`src/rtl/mlp_seq_if.sv`:
```
// mlp_seq_if: handshake bundle between the MLP sequencer and its host.
// Signals:
//    cmd_valid_i / cmd_ready_o / cmd_mode_i : command (0 = load weights, 1 = inference)
//    in_valid_i  / in_ready_o               : input beat (weights or activations)
//    out_valid_o / out_ready_i              : result beat
// The _i/_o suffixes are relative to the sequencer. The sequencer binds the
// slave modport and the host binds the master modport.
interface mlp_seq_if;
   logic cmd_valid_i;
   logic cmd_ready_o;
   logic cmd_mode_i;
   logic in_valid_i;
   logic in_ready_o;
   logic out_valid_o;
   logic out_ready_i;

   modport slave (
      input  cmd_valid_i, cmd_mode_i, in_valid_i, out_ready_i,
      output cmd_ready_o, in_ready_o, out_valid_o
   );

   modport master (
      output cmd_valid_i, cmd_mode_i, in_valid_i, out_ready_i,
      input  cmd_ready_o, in_ready_o, out_valid_o
   );
endinterface

```
`src/rtl/mlp_seq.sv`:
```
// mlp_seq: control sequencer for a layer-by-layer MLP engine. It supports
// three operations:
//    - Weight load: stream weights into the weight memory.
//    - Activation load: stream activation vectors into ping-pong bank 0.
//    - Inference: run the MAC schedule (layer, vector, neuron, input index)
//      and stream the final-layer activations out.
// Ports:
//    clk_i, rst_i              : clock and synchronous active-high reset
//    bus (mlp_seq_if.slave)    : cmd / in / out handshakes
//    abort_i                   : abandon the current operation
//    done_o                    : one-cycle completion pulse
//    w_wen_o, w_ren_o,
//    w_addr_o                  : weight memory control, address {l, j, k}
//    x_wen_o, x_ren_o,
//    x_wr_addr_o, x_rd_addr_o,
//    x_wr_bank_o, x_rd_bank_o  : ping-pong activation memory control
//    acc_clr_o, acc_en_o,
//    act_en_o                  : datapath accumulator and activation control
module mlp_seq #(
   parameter int N   = 16,
   parameter int L   = 8,
   parameter int B   = 4,
   parameter int WAW = $clog2(L) + 2 * $clog2(N),
   parameter int XAW = $clog2(B) + $clog2(N)
) (
   input  logic           clk_i,
   input  logic           rst_i,
   mlp_seq_if.slave       bus,
   input  logic           abort_i,
   output logic           done_o,
   output logic           w_wen_o,
   output logic           w_ren_o,
   output logic [WAW-1:0] w_addr_o,
   output logic           x_wen_o,
   output logic           x_ren_o,
   output logic [XAW-1:0] x_wr_addr_o,
   output logic [XAW-1:0] x_rd_addr_o,
   output logic           x_wr_bank_o,
   output logic           x_rd_bank_o,
   output logic           acc_clr_o,
   output logic           acc_en_o,
   output logic           act_en_o
);
   localparam int KW = $clog2(N);
   localparam int BW = (B > 1) ? $clog2(B) : 1;
   localparam int LW = (L > 1) ? $clog2(L) : 1;
   localparam logic [KW-1:0] KMAX = KW'(N - 1);
   localparam logic [BW-1:0] BMAX = BW'(B - 1);
   localparam logic [LW-1:0] LMAX = LW'(L - 1);
   // Bank that holds the final layer's results.
   localparam logic          LPAR = 1'(L % 2);

   typedef enum logic [2:0] {
      S_IDLE  = 3'd0,
      S_INITW = 3'd1,
      S_LOADX = 3'd2,
      S_MAC   = 3'd3,
      S_DRAIN = 3'd4,
      S_WB    = 3'd5,
      S_STORE = 3'd6
   } state_t;

   state_t          state_r, state_case_s, state_nx_s;
   logic [LW-1:0]   l_r;
   logic [BW-1:0]   b_r;
   logic [KW-1:0]   j_r, k_r;
   logic            rd_done_r, out_valid_r, acc_en_r;
   logic            k_last_s, j_last_s, b_last_s, l_last_s, abort_act_s;
   logic            cmd_ready_s, in_ready_s, done_s, w_wen_s, w_ren_s, x_wen_s, x_ren_s;
   logic            x_wr_bank_s, x_rd_bank_s, acc_clr_s, act_en_s;
   logic [WAW-1:0]  w_addr_s;
   logic [XAW-1:0]  x_wr_addr_s, x_rd_addr_s;

   assign k_last_s    = (k_r == KMAX);
   assign j_last_s    = (j_r == KMAX);
   assign b_last_s    = (b_r == BMAX);
   assign l_last_s    = (l_r == LMAX);
   assign abort_act_s = abort_i && (state_r != S_IDLE);

   // State register.
   always_ff @(posedge clk_i) begin
      if (rst_i) begin
         state_r <= S_IDLE;
      end else begin
         state_r <= state_nx_s;
      end
   end

   // Next-state and per-state memory/datapath control.
   always_comb begin
      state_case_s = state_r;
      cmd_ready_s  = 1'b0;
      in_ready_s   = 1'b0;
      done_s       = 1'b0;
      w_wen_s      = 1'b0;
      w_ren_s      = 1'b0;
      x_wen_s      = 1'b0;
      x_ren_s      = 1'b0;
      x_wr_bank_s  = 1'b0;
      x_rd_bank_s  = 1'b0;
      acc_clr_s    = 1'b0;
      act_en_s     = 1'b0;
      w_addr_s     = {WAW{1'b0}};
      x_wr_addr_s  = {XAW{1'b0}};
      x_rd_addr_s  = {XAW{1'b0}};
      case (state_r)
         S_IDLE: begin
            cmd_ready_s = 1'b1;
            if (bus.cmd_valid_i) begin
               state_case_s = bus.cmd_mode_i ? S_LOADX : S_INITW;
            end else begin
               state_case_s = S_IDLE;
            end
         end
         S_INITW: begin
            in_ready_s = 1'b1;
            w_wen_s    = bus.in_valid_i;
            w_addr_s   = WAW'({l_r, j_r, k_r});
            if (bus.in_valid_i && l_last_s && j_last_s && k_last_s) begin
               done_s       = 1'b1;
               state_case_s = S_IDLE;
            end else begin
               state_case_s = S_INITW;
            end
         end
         S_LOADX: begin
            in_ready_s  = 1'b1;
            x_wen_s     = bus.in_valid_i;
            x_wr_addr_s = XAW'({b_r, k_r});
            if (bus.in_valid_i && b_last_s && k_last_s) begin
               state_case_s = S_MAC;
            end else begin
               state_case_s = S_LOADX;
            end
         end
         S_MAC: begin
            w_ren_s      = 1'b1;
            x_ren_s      = 1'b1;
            w_addr_s     = WAW'({l_r, j_r, k_r});
            x_rd_addr_s  = XAW'({b_r, k_r});
            x_rd_bank_s  = l_r[0];
            acc_clr_s    = (k_r == {KW{1'b0}});
            state_case_s = k_last_s ? S_DRAIN : S_MAC;
         end
         S_DRAIN: begin
            state_case_s = S_WB;
         end
         S_WB: begin
            x_wen_s     = 1'b1;
            x_wr_bank_s = ~l_r[0];
            x_wr_addr_s = XAW'({b_r, j_r});
            // The last layer's result is written back without activation.
            act_en_s    = ~l_last_s;
            if (l_last_s && b_last_s && j_last_s) begin
               state_case_s = S_STORE;
            end else begin
               state_case_s = S_MAC;
            end
         end
         S_STORE: begin
            x_rd_bank_s = LPAR;
            x_rd_addr_s = XAW'({b_r, k_r});
            // Only read when the output slot is free or being consumed this
            // cycle, so the memory output stays valid while stalled.
            x_ren_s     = !rd_done_r && (!out_valid_r || bus.out_ready_i);
            if (rd_done_r && out_valid_r && bus.out_ready_i) begin
               done_s       = 1'b1;
               state_case_s = S_IDLE;
            end else begin
               state_case_s = S_STORE;
            end
         end
         default: begin
            state_case_s = S_IDLE;
         end
      endcase
      state_nx_s = abort_act_s ? S_IDLE : state_case_s;
   end

   // Loop counters {l, b, j, k} and the store read-complete flag.
   always_ff @(posedge clk_i) begin
      if (rst_i || (state_nx_s == S_IDLE)) begin
         l_r       <= {LW{1'b0}};
         b_r       <= {BW{1'b0}};
         j_r       <= {KW{1'b0}};
         k_r       <= {KW{1'b0}};
         rd_done_r <= 1'b0;
      end else begin
         case (state_r)
            S_INITW: begin
               if (w_wen_s) begin
                  k_r <= k_last_s ? {KW{1'b0}} : k_r + KW'(1);
                  if (k_last_s) begin
                     j_r <= j_last_s ? {KW{1'b0}} : j_r + KW'(1);
                     if (j_last_s) begin
                        l_r <= l_last_s ? {LW{1'b0}} : l_r + LW'(1);
                     end
                  end
               end
            end
            S_LOADX, S_STORE: begin
               if (x_ren_s || (state_r == S_LOADX && x_wen_s)) begin
                  k_r <= k_last_s ? {KW{1'b0}} : k_r + KW'(1);
                  if (k_last_s) begin
                     b_r <= b_last_s ? {BW{1'b0}} : b_r + BW'(1);
                     if (b_last_s && state_r == S_STORE) begin
                        rd_done_r <= 1'b1;
                     end
                  end
               end
            end
            S_MAC: begin
               k_r <= k_last_s ? {KW{1'b0}} : k_r + KW'(1);
            end
            S_WB: begin
               j_r <= j_last_s ? {KW{1'b0}} : j_r + KW'(1);
               if (j_last_s) begin
                  b_r <= b_last_s ? {BW{1'b0}} : b_r + BW'(1);
                  if (b_last_s) begin
                     l_r <= l_last_s ? {LW{1'b0}} : l_r + LW'(1);
                  end
               end
            end
            default: begin
               k_r <= k_r;
            end
         endcase
      end
   end

   // Result-valid flag and accumulate enable (weight read delayed by the
   // one-cycle memory latency).
   always_ff @(posedge clk_i) begin
      if (rst_i || abort_act_s) begin
         out_valid_r <= 1'b0;
         acc_en_r    <= 1'b0;
      end else begin
         acc_en_r <= w_ren_s;
         if (state_r == S_STORE && x_ren_s) begin
            out_valid_r <= 1'b1;
         end else if (state_r == S_STORE && bus.out_ready_i) begin
            out_valid_r <= 1'b0;
         end
      end
   end

   assign bus.cmd_ready_o = cmd_ready_s;
   assign bus.in_ready_o  = in_ready_s;
   assign bus.out_valid_o = out_valid_r;
   assign done_o          = done_s && !abort_act_s;
   assign w_wen_o         = w_wen_s;
   assign w_ren_o         = w_ren_s;
   assign w_addr_o        = w_addr_s;
   assign x_wen_o         = x_wen_s;
   assign x_ren_o         = x_ren_s;
   assign x_wr_addr_o     = x_wr_addr_s;
   assign x_rd_addr_o     = x_rd_addr_s;
   assign x_wr_bank_o     = x_wr_bank_s;
   assign x_rd_bank_o     = x_rd_bank_s;
   assign acc_clr_o       = acc_clr_s;
   assign acc_en_o        = acc_en_r;
   assign act_en_o        = act_en_s;
endmodule

```
`src/flat_wrapper.sv`:
```
// flat-port wrapper written by rule: the top's interface ports become plain ports
module mlp_seq_flat 
#(
   parameter int N   = 16,
   parameter int L   = 8,
   parameter int B   = 4,
   parameter int WAW = $clog2(L) + 2 * $clog2(N),
   parameter int XAW = $clog2(B) + $clog2(N)
)
  (clk_i, rst_i, abort_i, done_o, w_wen_o, w_ren_o, w_addr_o, x_wen_o, x_ren_o, x_wr_addr_o, x_rd_addr_o, x_wr_bank_o, x_rd_bank_o, acc_clr_o, acc_en_o, act_en_o, bus_cmd_valid_i, bus_cmd_mode_i, bus_in_valid_i, bus_out_ready_i, bus_cmd_ready_o, bus_in_ready_o, bus_out_valid_o);
  mlp_seq_if bus_i ();
  input  logic clk_i;
  input  logic rst_i;
  input  logic abort_i;
  output logic done_o;
  output logic w_wen_o;
  output logic w_ren_o;
  output logic [WAW-1:0] w_addr_o;
  output logic x_wen_o;
  output logic x_ren_o;
  output logic [XAW-1:0] x_wr_addr_o;
  output logic [XAW-1:0] x_rd_addr_o;
  output logic x_wr_bank_o;
  output logic x_rd_bank_o;
  output logic acc_clr_o;
  output logic acc_en_o;
  output logic act_en_o;
  input wire logic [$bits(bus_i.cmd_valid_i)-1:0] bus_cmd_valid_i;
  input wire logic [$bits(bus_i.cmd_mode_i)-1:0] bus_cmd_mode_i;
  input wire logic [$bits(bus_i.in_valid_i)-1:0] bus_in_valid_i;
  input wire logic [$bits(bus_i.out_ready_i)-1:0] bus_out_ready_i;
  output wire logic [$bits(bus_i.cmd_ready_o)-1:0] bus_cmd_ready_o;
  output wire logic [$bits(bus_i.in_ready_o)-1:0] bus_in_ready_o;
  output wire logic [$bits(bus_i.out_valid_o)-1:0] bus_out_valid_o;
  assign bus_i.cmd_valid_i = bus_cmd_valid_i;
  assign bus_i.cmd_mode_i = bus_cmd_mode_i;
  assign bus_i.in_valid_i = bus_in_valid_i;
  assign bus_i.out_ready_i = bus_out_ready_i;
  assign bus_cmd_ready_o = bus_i.cmd_ready_o;
  assign bus_in_ready_o = bus_i.in_ready_o;
  assign bus_out_valid_o = bus_i.out_valid_o;
  mlp_seq #(.N(N), .L(L), .B(B), .WAW(WAW), .XAW(XAW)) u_core (.clk_i(clk_i), .rst_i(rst_i), .bus(bus_i), .abort_i(abort_i), .done_o(done_o), .w_wen_o(w_wen_o), .w_ren_o(w_ren_o), .w_addr_o(w_addr_o), .x_wen_o(x_wen_o), .x_ren_o(x_ren_o), .x_wr_addr_o(x_wr_addr_o), .x_rd_addr_o(x_rd_addr_o), .x_wr_bank_o(x_wr_bank_o), .x_rd_bank_o(x_rd_bank_o), .acc_clr_o(acc_clr_o), .acc_en_o(acc_en_o), .act_en_o(act_en_o));
endmodule
```
`config.mk`:
```
export PLATFORM = sky130hd
export DESIGN_NAME = mlp_seq_flat
export DESIGN_NICKNAME = d
export VERILOG_FILES = /design/src/rtl/mlp_seq_if.sv /design/src/rtl/mlp_seq.sv /design/src/flat_wrapper.sv
export SDC_FILE = /design/constraint.sdc
export NUM_CORES = 1
export LEC_CHECK = 0
export CAP_MARGIN = 20
export CELL_PAD_IN_SITES_DETAIL_PLACEMENT = 1
export CELL_PAD_IN_SITES_GLOBAL_PLACEMENT = 1
export CORE_UTILIZATION = 30
export CTS_CLUSTER_SIZE = 40
export DETAILED_ROUTE_END_ITERATION = 8
export PLACE_DENSITY_LB_ADDON = 0.1
export SLEW_MARGIN = 10
export SYNTH_ARGS = -nofsm -noshare
export SYNTH_HDL_FRONTEND = slang
export SYNTH_SLANG_ARGS = --single-unit
export TNS_END_PERCENT = 1
```
`constraint.sdc`:
```
create_clock -name clk_i -period 3.45 [get_ports clk_i]
set_input_delay 1.035 -clock clk_i [delete_from_list [all_inputs] [get_ports clk_i]]
set_output_delay 1.035 -clock clk_i [all_outputs]
set_load 0.01 [all_outputs]
```
Yosys cells after proc, flatten, opt, wreduce, memory -nomap -nowiden
Index checks and enable logic that the tools add are counted.
{"block": "word_totals", "mem_count": 0, "reg_bits": 19, "out_inout_bits": 36, "latchBits": 0, "ramBits": 0, "mem_bits_ro": 0}
{"block": "classes", "order_cmp": 0, "div": 0, "eq_ne": 17, "n_bitwise": 2, "mul": 0, "n_reduce_logical": 40, "n_shift": 0, "add_sub_neg": 4, "muxes": 47}
{"cell": "$mux 3", "count": 11}
{"cell": "$mux 4", "count": 6}
{"cell": "$pmux 3 s7", "count": 1}
{"cell": "$logic_and 1x1->1", "count": 16}
{"cell": "$mux 1", "count": 14}
{"cell": "$eq 3x3->1 const B", "count": 4}
{"cell": "$ne 2x1->1 const B", "count": 6}
{"cell": "$pmux 4 s3", "count": 1}
{"cell": "$pmux 6 s2", "count": 1}
{"cell": "$mux 11", "count": 1}
{"cell": "$mux 2", "count": 5}
{"cell": "$add 4x1->4 const B", "count": 2}
{"cell": "$eq 4x4->1 const B", "count": 2}
{"cell": "$pmux 4 s2", "count": 1}
{"cell": "$reduce_and 4->1", "count": 2}
{"cell": "$reduce_or 2->1", "count": 4}
{"cell": "$eq 3x2->1 const B", "count": 2}
{"cell": "$logic_not 3->1", "count": 2}
{"cell": "$mux 6", "count": 1}
{"cell": "$pmux 1 s2", "count": 3}
{"cell": "$pmux 3 s2", "count": 1}
{"cell": "$reduce_and 3->1", "count": 2}
{"cell": "$reduce_and 6->1", "count": 1}
{"cell": "$reduce_bool 2->1", "count": 3}
{"cell": "11 further kinds", "count": 18}

Longest topological paths before layout
{"block": "depth", "ltp_word": 9, "depth_mapped": 8, "depth_no_buf": 7}

Worst setup path before layout
No wires, ideal clock.
{"block": "synth_path", "path_type": "input to output", "from": "in bus_in_valid_i", "to": "out done_o", "path_buffers": 0, "t_arrival_ns": 1.755, "stages": 4, "slack_ns": 0.660, "t_required_ns": 2.415, "cell_sequence": "nor2b_1 nor2b_1 a31oi_1 a21oi_1"}
{"block": "synth_via", "elab_chain_len": 6}
{"element": "start, declared", "line": "flat_wrapper.sv:30", "source": "input wire logic [$bits(bus_i.in_valid_i)-1:0] bus_in_valid_i;"}
{"element": "$logic_and 1x1->1 (3 in a row)", "line": "mlp_seq.sv:119", "source": "if (bus.in_valid_i && l_last_s && j_last_s && k_last_s) begin"}
{"element": "$mux 1", "line": "mlp_seq.sv:119"}
{"element": "$pmux 1 s2", "line": "mlp_seq.sv:106", "source": "case (state_r)"}
{"element": "$logic_and 1x1->1", "line": "mlp_seq.sv:250", "source": "assign done_o = done_s && !abort_act_s;"}
{"element": "end, declared", "line": "flat_wrapper.sv:15", "source": "output logic done_o;"}
Every way passes these cells.

Worst setup path after layout
{"block": "layout_path", "from": "in bus_in_valid_i", "to": "out x_wen_o"}
{"block": "layout_via", "elab_chain_len": 1}
{"element": "$pmux 1 s2", "line": "mlp_seq.sv:106"}
{"element": "end, declared", "line": "flat_wrapper.sv:19", "source": "output logic x_wen_o;"}
Every way passes these cells.

==> reports/results.ini <==
[setup_path]
critPathMaxFanout = 5
start_kind = primary input
critPathArrivalTime_ns = 2.33
worstSetupPathType = primary input to primary output
crit_path_end_kind = primary output
worstPathRequired_ns = 2.41

[cells_and_area]
fin_nets = 237
fill_cells = 569
num_antenna_cells = 0
final_cell_count_no_fill = 290
drive_above_1_share = 0.166
syn_to_final_growth_pct = 37.0
utilization = 0.427

[floorplan]
die_h_um = 72.1
ios = 43
core_area_um2 = 4720
dieArea_um2 = 5190
start_util = 0.312
rows = 25
dieWidth_um = 72.1

[status]
status = finished clean

[timing]
holdWs_ns = 0.526
post-route-period-util = 0.976
rsz0062_at_grt = no
max_freq_mhz = 297
tightest_slew_ns = 0.622
max_slew_margin = 0.585
final.setup.worst_slack_ns = 0.0844
hold_viol_final = 0
slew_viol_final = 0
setup_viol = 0
period_needed_ns = 3.37
skew_ns = 0.00596

[clock_network]
clkSlewWorstSetupHoldPaths_ns = 0.07
clk_path_buf_depth = 2
cts_made_buffers = 3
post_cts.repair.setup_buffers = 0
cts-root-buf = clkbuf_8
cts_tree = yes
htree_levels = 1
clk_latency_ns = 0.26
cts_sinks = 19

[pwr]
vdd_drop_max_v = 0.000105
leakage_nw = 0.738
p_per_area_nw_per_um2 = 249
power.total_w = 0.000503

[synthesis]
synthesis.area_um2 = 1470
synth-seq-area-share = 0.258
ys_ff_latch = 19
synth_area_leaders = dfxtp_1, and2_1, ha_1
synth_edf_count = 0
synth_area_leader_cell = dfxtp_1
synthDistinctLibCells = 48
syn-num-nets = 190
avgSynthCellArea_um2 = 8.32
yosys-top-cells-count = dfxtp_1, and2_1, nor2_1, a21oi_1, nor2_2
syn_inst = 177
synthFlopType = dfxtp_1
synth_top_area_frac = 0.258
yosysWarnings = 0
synth.most_common_cell = dfxtp_1
ys_async_sr_fraction = 0

[detailed_routing]
routed_wl_mm = 4.74
vias_per_cell = 5.22
drc = 0
drtIter0Drc = 60
num_vias = 1513
wl_per_cell_um = 16.4
first_pass_iters = 4
antenna_left = 0

[global_routing]
grt_pass1_wl_mm = 7.81
grtUsageTotal = 0.192
overflow = 0
grt_pass1_vias = 1607
antenna_found_initial = 0
grt_max_degree = 22

[hold_path]
hold_class = register to register

[placement]
dp.cells = 286
place_congestion = 0.844
place_ws_ns = -0.203
place_hpwl_mm = 3.60
numPortBuffers = 42

[flow_run]
max-cap-violations = 0

state kept, by name, summed over array words and instances (netlist names):
name,count
u_core.l_r,3
u_core.bus.out_valid_o,1
u_core.state_r,3
u_core.acc_en_o,1
u_core.b_r,2
u_core.rd_done_r,1
u_core.j_r,4
u_core.k_r,4
cell families after synthesis:
group                      Yosys count  synth area share
muxes                                5            0.0340
xor gates and xnor gates             2            0.0119
AOI/OAI and AO/OA                   41             0.202
adders and majority gates            6            0.0510
buffers and inverters               15            0.0714
DFF                                 19             0.258
and+or+nand+nor                     89             0.371
routing by layer:
| metal | track usage | vias up | share of wire |
|---|---|---|---|
| li1 | - | 723 | - |
| met1 | 0.238 | 742 | 0.45 |
| met2 | 0.347 | 42 | 0.50 |
| met3 | 0.0222 | 6 | 0.034 |
| met4 | 0.0610 | 0 | 0.011 |
| met5 | 0 | - | 0 |
area by class of cell:
type                    instances  area (um^2)  share of cell area
multi-input cells             143          997               0.494
repair buffers                 52          490               0.243
flip-flops and latches         19          380               0.189
well taps                      67         83.8              0.0416
clock buffers                   3         41.3              0.0205
inverters                       5         18.8             0.00931
clock inverters                 1         5.00             0.00248
critical path, stage by stage:
cell and delay, ns:
clkdlybuf4s50_1 0.42, buf_4 0.16, and4bb_2 0.22, or2_2 0.26, clkdlybuf4s15_1 0.23
stage by stage:
stage / cell area (um^2) / TNS, ns
floorplan: 1470 / 0
global placement: 1970 / -0.557
detailed placement: 1970 / -0.568
CTS: 2020 / 0
global route: 2020 / 0
finish: 2020 / 0
path summary, 6_finish.rpt:
| kind | depth (start not counted) | slack [ns] | to | start |
|---|---|---|---|---|
| worst min-delay path | 2 | 0.53 | u_core.b_r[0]$_SDFFE_PP0P_ | u_core.b_r[0]$_SDFFE_PP0P_ |
| worst min register to register | 2 | 0.53 | u_core.b_r[0]$_SDFFE_PP0P_ | u_core.b_r[0]$_SDFFE_PP0P_ |
| worst max-delay path | 5 | 0.08 | x_wen_o | bus_in_valid_i |
| worst max register to register | 7 | 1.11 | u_core.j_r[3]$_SDFFE_PP0P_ | u_core.l_r[0]$_SDFFE_PP0P_ |
timing repair:
| action | 4_1_cts | 5_1_grt |
|---|---|---|
| hold buffers | 0 | 0 |
| hold endpoints to repair | 0 | 0 |
| gates resized for setup | 7 | 2 |
| endpoints found under the setup margin | 4 | 7 |
placed cells by master (no fill, tap or decap), drive strengths merged, types with 5 or more instances in the layout:
| cell type | count |
|---|---|
| clkdlybuf4s50 | 38 |
| mux2i | 5 |
| and2 | 15 |
| nand2 | 7 |
| nor2b | 8 |
| dfxtp | 19 |
| and3 | 5 |
| nand2b | 5 |
| a21oi | 14 |
| ha | 6 |
| nor2 | 24 |
| inv | 5 |
| buf | 11 |
power breakdown:
group          switching (W)  leakage, nW  internal [W]
Combinational      0.0000597        0.559     0.0000478
Sequential         0.0000108        0.153      0.000223
Clock              0.0000814       0.0255     0.0000804
Total               0.000152        0.738      0.000351
(Power assumes the default switching activity.)
